<file path="config.mk">
export PLATFORM = sky130hd
export DESIGN_NAME = mux_sel_ctrl_flat
export DESIGN_NICKNAME = d
export VERILOG_FILES = /design/src/rtl/mux_sel_ctrl_if.sv /design/src/rtl/mux_sel_ctrl.sv /design/src/flat_wrapper.sv
export SDC_FILE = /design/constraint.sdc
export NUM_CORES = 1
export LEC_CHECK = 0
export CELL_PAD_IN_SITES_DETAIL_PLACEMENT = 0
export CELL_PAD_IN_SITES_GLOBAL_PLACEMENT = 2
export CORE_MARGIN = 8
export CORE_UTILIZATION = 39
export DETAILED_ROUTE_END_ITERATION = 10
export PLACE_DENSITY_LB_ADDON = 0.1
export SETUP_SLACK_MARGIN = 0.3
export SYNTH_ARGS = -nofsm -noshare
export SYNTH_HDL_FRONTEND = slang
export SYNTH_SLANG_ARGS = --single-unit
export TNS_END_PERCENT = 20
</file>
<file path="constraint.sdc">
create_clock -name clk -period 2.31 [get_ports clk]
set_input_delay 0.462 -clock clk [delete_from_list [all_inputs] [get_ports clk]]
set_output_delay 0.462 -clock clk [all_outputs]
set_load 0.01 [all_outputs]
</file>
<file path="src/rtl/mux_sel_ctrl_if.sv">
// Pins between the select generator and the board/mux side: raw switch inputs,
// the mux select, and observation outputs.
interface mux_sel_ctrl_if;
    logic btn;
    logic auto_en;
    logic sel;
    logic sel_changed;
    logic btn_level;
    logic auto_mode;

    // Board or bench side: drives the raw inputs, observes the outputs.
    modport master (
        output btn,
        output auto_en,
        input  sel,
        input  sel_changed,
        input  btn_level,
        input  auto_mode
    );

    // Select generator side.
    modport slave (
        input  btn,
        input  auto_en,
        output sel,
        output sel_changed,
        output btn_level,
        output auto_mode
    );
endinterface

</file>
<file path="src/rtl/mux_sel_ctrl.sv">
// Select generator for the 2:1 mux: a debounced pushbutton toggles sel, and an
// optional auto mode toggles it every AUTO_PERIOD cycles.
module mux_sel_ctrl #(
    parameter int unsigned DEBOUNCE_CYCLES = 4,
    parameter int unsigned AUTO_PERIOD     = 8,
    parameter int unsigned CNT_W           = 20
) (
    input  logic           clk,
    input  logic           rst_n,
    mux_sel_ctrl_if.slave  bus
);

    localparam logic [CNT_W-1:0] DB_LAST  = CNT_W'(DEBOUNCE_CYCLES - 1);
    localparam logic [CNT_W-1:0] PER_LAST = CNT_W'(AUTO_PERIOD - 1);
    localparam logic [CNT_W-1:0] CNT_ONE  = CNT_W'(1);

    typedef enum logic {
        MANUAL = 1'b0,
        AUTO   = 1'b1
    } state_t;

    state_t           state, state_next;
    logic [1:0]       btn_sync, auto_sync;
    logic             btn_s, auto_s;
    logic [CNT_W-1:0] db_cnt, db_cnt_next;
    logic [CNT_W-1:0] per_cnt, per_cnt_next;
    logic             level_q, level_next;
    logic             sel_q, sel_changed_q;
    logic             press, toggle;

    assign btn_s  = btn_sync[1];
    assign auto_s = auto_sync[1];

    // Debounce: a level change is accepted on the DEBOUNCE_CYCLES-th
    // consecutive differing sample; any agreeing sample restarts the count.
    always_comb begin
        db_cnt_next = db_cnt;
        level_next  = level_q;
        if (btn_s == level_q) begin
            db_cnt_next = '0;
        end else if (db_cnt == DB_LAST) begin
            level_next  = btn_s;
            db_cnt_next = '0;
        end else begin
            db_cnt_next = db_cnt + CNT_ONE;
        end
    end

    // The press is taken from the accepting edge itself, so sel toggles on
    // the same edge that btn_level rises.
    assign press = level_next & ~level_q;

    always_comb begin
        state_next   = state;
        per_cnt_next = per_cnt;
        toggle       = 1'b0;
        case (state)
            MANUAL: begin
                per_cnt_next = '0;
                toggle       = press;
                if (auto_s) state_next = AUTO;
            end
            AUTO: begin
                if (!auto_s) begin
                    // Leaving auto: a pending expiry is dropped, only a press toggles.
                    state_next   = MANUAL;
                    per_cnt_next = '0;
                    toggle       = press;
                end else if (press || per_cnt == PER_LAST) begin
                    toggle       = 1'b1;
                    per_cnt_next = '0;
                end else begin
                    per_cnt_next = per_cnt + CNT_ONE;
                end
            end
            default: begin
                state_next   = MANUAL;
                per_cnt_next = '0;
            end
        endcase
    end

    always_ff @(posedge clk or negedge rst_n) begin
        if (!rst_n) begin
            btn_sync      <= 2'b00;
            auto_sync     <= 2'b00;
            db_cnt        <= '0;
            per_cnt       <= '0;
            level_q       <= 1'b0;
            sel_q         <= 1'b0;
            sel_changed_q <= 1'b0;
            state         <= MANUAL;
        end else begin
            btn_sync      <= {btn_sync[0], bus.btn};
            auto_sync     <= {auto_sync[0], bus.auto_en};
            db_cnt        <= db_cnt_next;
            per_cnt       <= per_cnt_next;
            level_q       <= level_next;
            sel_q         <= sel_q ^ toggle;
            sel_changed_q <= toggle;
            state         <= state_next;
        end
    end

    assign bus.sel         = sel_q;
    assign bus.sel_changed = sel_changed_q;
    assign bus.btn_level   = level_q;
    assign bus.auto_mode   = (state == AUTO);

endmodule

</file>
<file path="src/flat_wrapper.sv">
// flat-port wrapper written by rule: the top's interface ports become plain ports
module mux_sel_ctrl_flat 
#(
    parameter int unsigned DEBOUNCE_CYCLES = 4,
    parameter int unsigned AUTO_PERIOD     = 8,
    parameter int unsigned CNT_W           = 20
)
  (clk, rst_n, bus_btn, bus_auto_en, bus_sel, bus_sel_changed, bus_btn_level, bus_auto_mode);
  mux_sel_ctrl_if bus_i ();
  input  logic clk;
  input  logic rst_n;
  input wire logic [$bits(bus_i.btn)-1:0] bus_btn;
  input wire logic [$bits(bus_i.auto_en)-1:0] bus_auto_en;
  output wire logic [$bits(bus_i.sel)-1:0] bus_sel;
  output wire logic [$bits(bus_i.sel_changed)-1:0] bus_sel_changed;
  output wire logic [$bits(bus_i.btn_level)-1:0] bus_btn_level;
  output wire logic [$bits(bus_i.auto_mode)-1:0] bus_auto_mode;
  assign bus_i.btn = bus_btn;
  assign bus_i.auto_en = bus_auto_en;
  assign bus_sel = bus_i.sel;
  assign bus_sel_changed = bus_i.sel_changed;
  assign bus_btn_level = bus_i.btn_level;
  assign bus_auto_mode = bus_i.auto_mode;
  mux_sel_ctrl #(.DEBOUNCE_CYCLES(DEBOUNCE_CYCLES), .AUTO_PERIOD(AUTO_PERIOD), .CNT_W(CNT_W)) u_core (.clk(clk), .rst_n(rst_n), .bus(bus_i));
endmodule
</file>
==> tab_implementation.tex <==
\begin{tabular}{lr}
\hline
Metric & Value \\
\hline
\multicolumn{2}{l}{\textbf{Die}} \\
Initial core utilization & 0.404 \\
Die Height & 94.4 um \\
Die span in x & about 94 um \\
Number of top-level pins & 8 \\
Std cell rows & 28 \\
Core footprint & $\sim$5900 sq um \\
Die outline area & about 8900 sq um \\
\multicolumn{2}{l}{\textbf{Global route}} \\
Global route overflow & 0 \\
GRT Util Overall & 0.125 \\
Maximum number of pins on one net before global-route repair & 27 \\
Vias in the first global route & around 1800 \\
Number of antenna violations at the first check in global routing & 0 \\
Wire length of the first global-routing pass & between 8000 and 9000 um \\
\multicolumn{2}{l}{\textbf{Routing}} \\
DRC Markers & 0 \\
DRC marker count from the first detailed-route iteration & 100 \\
Vias per std cell & around 5.5 \\
Pre-Repair DR Iteration Count & 4 \\
WL/cell & about 16 um \\
Number of antenna-violating nets in the routed design & 0 \\
Vias post-DR & around 1800 \\
Drt total wl & around 5200 um \\
\multicolumn{2}{l}{\textbf{Timing}} \\
Ratio of final minimum period to clock period & 0.869 \\
Final hold vios & 0 \\
Total count of max-transition violations in the final report & 0 \\
Achievable frequency & around 0.50 GHz \\
RSZ-0062 raised after global routing & yes \\
Worst-case headroom to the max-slew limit & 0.637 \\
Worst Max-Slew Pin Slew & between 0.5 and 0.6 ns \\
Post-layout min period & between 2 and 2.5 ns \\
Setup TNS & 0 ns \\
Clock skew & 0.00833 ns \\
Final setup violating endpoints & 0 \\
\multicolumn{2}{l}{\textbf{Worst setup path}} \\
CP Buf/Inv Count & 0 \\
Highest cell delay on the worst timing path & 0.55 ns \\
Crit path kind & reg -> reg \\
Critical path, cell by cell & ha\_1 > nand4\_1 > or3\_2 > or3\_1 > a211oi\_1 \\
Launch point of the worst path & u\_core.per\_cnt[0] \\
Maximum fanout along the worst path & 4 \\
Largest delay contributor family on the critical path & simple AND/OR/NAND/NOR gates \\
Reg-to-reg critical path startpoint & u\_core.per\_cnt[0] \\
Capturing element type of the critical path & flop \\
Cell at the slowest stage of the critical path & sky130\_fd\_sc\_hd\_\_or3\_2 \\
Startpoint Class & flop \\
Critical path data required time & 2.52 ns \\
Data arrival time at the worst-slack endpoint & roughly 2.2 ns \\
\multicolumn{2}{l}{\textbf{Synthesis}} \\
Cell taking the most area after synthesis & sky130\_fd\_sc\_hd\_\_dfrtp\_1 \\
Synthesized flop and latch total & 48 \\
Share of flip-flops with an asynchronous set or reset after synthesis & 1.00 \\
Share of the synthesized area in the top cell type & 0.502 \\
Mapped Nets & roughly 250 \\
Top cells by area, synth & sky130\_fd\_sc\_hd\_\_dfrtp\_1 (50\%), sky130\_fd\_sc\_hd\_\_xnor2\_1 (6.6\%), sky130\_fd\_sc\_hd\_\_nor4\_1 (3.9\%) \\
Count of unique library cells instantiated by Yosys & 36 \\
Synthesis warning total & 0 \\
Synthesized cell area & 2390 sq um \\
Sequential-to-total area share from yosys stat & 0.502 \\
Cells after Synth & around 250 \\
Main flop type after synthesis & sky130\_fd\_sc\_hd\_\_dfrtp\_1 \\
Mean instance size in the synthesized netlist & 9.77 sq um \\
Most frequently used cell type in the post-synthesis netlist & sky130\_fd\_sc\_hd\_\_dfrtp\_1 \\
Number of enable-type register cells in the synthesized netlist & 0 \\
Most used standard cells in the synthesized netlist & sky130\_fd\_sc\_hd\_\_dfrtp\_1 (48), sky130\_fd\_sc\_hd\_\_nor2\_1 (24), sky130\_fd\_sc\_hd\_\_nor3\_1 (18), sky130\_fd\_sc\_hd\_\_xnor2\_1 (18), sky130\_fd\_sc\_hd\_\_nor4\_1 (15) \\
\multicolumn{2}{l}{\textbf{Clocking}} \\
Number of buffers inserted during clock tree synthesis & 5 \\
Number of buffers added for setup after CTS & 0 \\
Clk sink count & 48 \\
Cell at the root of the clock tree & sky130\_fd\_sc\_hd\_\_clkbuf\_8 \\
Clock transition at the registers of the reported paths & 0.09 ns \\
Clock tree buffer depth & 2 \\
Clock Latency Late Sink & roughly 0.3 ns \\
CTS H-Tree Depth & 2 \\
Number of hold buffers added after CTS & 0 \\
TritonCTS clock tree & done \\
\multicolumn{2}{l}{\textbf{Power}} \\
Part of the power in combinational logic & 0.167 \\
Net load switching power & 0.481 mW \\
Cell Int Power & approximately 1.3 mW \\
Switching Fraction & 0.264 \\
Static power due to leakage & approximately 1.0 nW \\
Cell Pwr Density & 673 nW/um\^{}2 \\
Proportion of power drawn by the clock network & 0.328 \\
Sequential fraction of design power & 0.505 \\
Maximum resistive drop on vdd & 0.376 mV \\
\multicolumn{2}{l}{\textbf{Status}} \\
Status & finished clean \\
\multicolumn{2}{l}{\textbf{Run}} \\
Max-cap violations & 0 \\
\multicolumn{2}{l}{\textbf{Worst hold path}} \\
Type of the worst min-delay path & in -> async \\
\multicolumn{2}{l}{\textbf{Layout}} \\
Antenna diode count & 0 \\
Layout Nets & approximately 260 \\
Proportion of layout cells with a drive suffix above 1 & 0.109 \\
Layout overhead on the synthesized area & 13.0\% \\
Final instance count without filler cells & roughly 330 \\
\multicolumn{2}{l}{\textbf{Placement}} \\
Number of placed cells counting well taps & $\sim$320 \\
DP Wirelength & 3690 um \\
Weighted congestion reported at the end of routability-driven placement & 0.732 \\
Port Buf Inserts & 7 \\
\hline
\end{tabular}
## placed cells by master, fill, tap and decap left out, types with 7 or more instances in the layout
cell | synthesis | layout
sky130_fd_sc_hd__nand2_1 | 11 | 11
sky130_fd_sc_hd__nor2_1 | 24 | 24
sky130_fd_sc_hd__xnor2_1 | 18 | 18
sky130_fd_sc_hd__dfrtp_1 | 48 | 48
sky130_fd_sc_hd__nor4_1 | 15 | 14
sky130_fd_sc_hd__nand3_1 | 14 | 14
sky130_fd_sc_hd__or3_1 | 8 | 8
sky130_fd_sc_hd__buf_4 | 0 | 9
sky130_fd_sc_hd__o21ai_0 | 8 | 8
sky130_fd_sc_hd__nor3_1 | 18 | 18
sky130_fd_sc_hd__xor2_1 | 9 | 9
sky130_fd_sc_hd__nand4_1 | 11 | 11
sky130_fd_sc_hd__inv_1 | 7 | 7
## repair_timing
| item | in CTS | in global routing |
|---|---|---|
| endpoints found under the hold margin | 0 | 0 |
| setup endpoints to repair | 0 | 9 |
| resized for setup | 0 | 2 |
## power by group through the flow
stage               logic [mW]  clock network, mW  registers, mW
finish                   0.304              0.597          0.919
global route             0.340              0.654          0.927
CTS                      0.312              0.614          0.920
detailed placement       0.311                  0          0.937
global placement         0.315                  0          0.936
floorplan                0.159                  0          0.939
## kinds of logic after synthesis
family,after synthesis,synth area share
simple gates,120,0.277
flops,48,0.502
xor+xnor,27,0.0987
compound gates,26,0.0705
buf+inv,21,0.0366
fa+ha+maj,2,0.0104
mux,1,0.00470
## cell type report
| type | instances | area [sq um] |
|---|---|---|
| well taps | 75 | 93.8 |
| flip-flops and latches | 48 | 1200 |
| fillers | 574 | 3220 |
| repair buffers | 17 | 153 |
| clock inverters | 2 | 35.0 |
| clock buffers | 6 | 72.6 |
| multi-input cells | 176 | 1120 |
| inverters | 7 | 26.3 |
## sequential cells by signal (all words and copies together) (netlist names)
| signal | cells |
|---|---|
| u_core.db_cnt | 20 |
| u_core.per_cnt | 20 |
| u_core.auto_sync | 2 |
| u_core.btn_sync | 2 |
| u_core.bus.auto_mode | 1 |
| u_core.bus.btn_level | 1 |
| u_core.bus.sel | 1 |
| u_core.bus.sel_changed | 1 |
## per-stage QoR
stage	area [sq um]	worst slack, ns	power (mW)	hold WS, ns	util
final	2710	0.303	1.82	0.142	0.457
after global routing	2710	0.235	1.92	0.172	0.457
after CTS	2700	0.306	1.85	0.157	0.455
after detailed placement	2590	0.324	1.25	0.342	0.437
after global placement	2590	0.314	1.25	0.341	0.437
after floorplan	2390	0.415	1.10	0.166	-
## path summary, 6_finish.rpt
kind | slack, ns | cells after the start | endpoint
min | 0.14 | 1 | u_core.db_cnt[19]
min in group clk | 0.36 | 0 | u_core.auto_sync[1]
max in group asynchronous | 1.63 | 2 | u_core.per_cnt[9]
min reg2reg | 0.36 | 0 | u_core.auto_sync[1]
max reg2reg | 0.30 | 5 | u_core.per_cnt[18]
max | 0.30 | 5 | u_core.per_cnt[18]
## routing by layer
metal,global-route usage,part of all wire,vias to the layer above
met2,0.175,0.41,24
met4,0.0357,0.0099,0
met1,0.186,0.54,890
met3,0.0302,0.035,7
met5,0,0,-
li1,-,-,914
No activity file was read; power rests on OpenSTA's default activity.
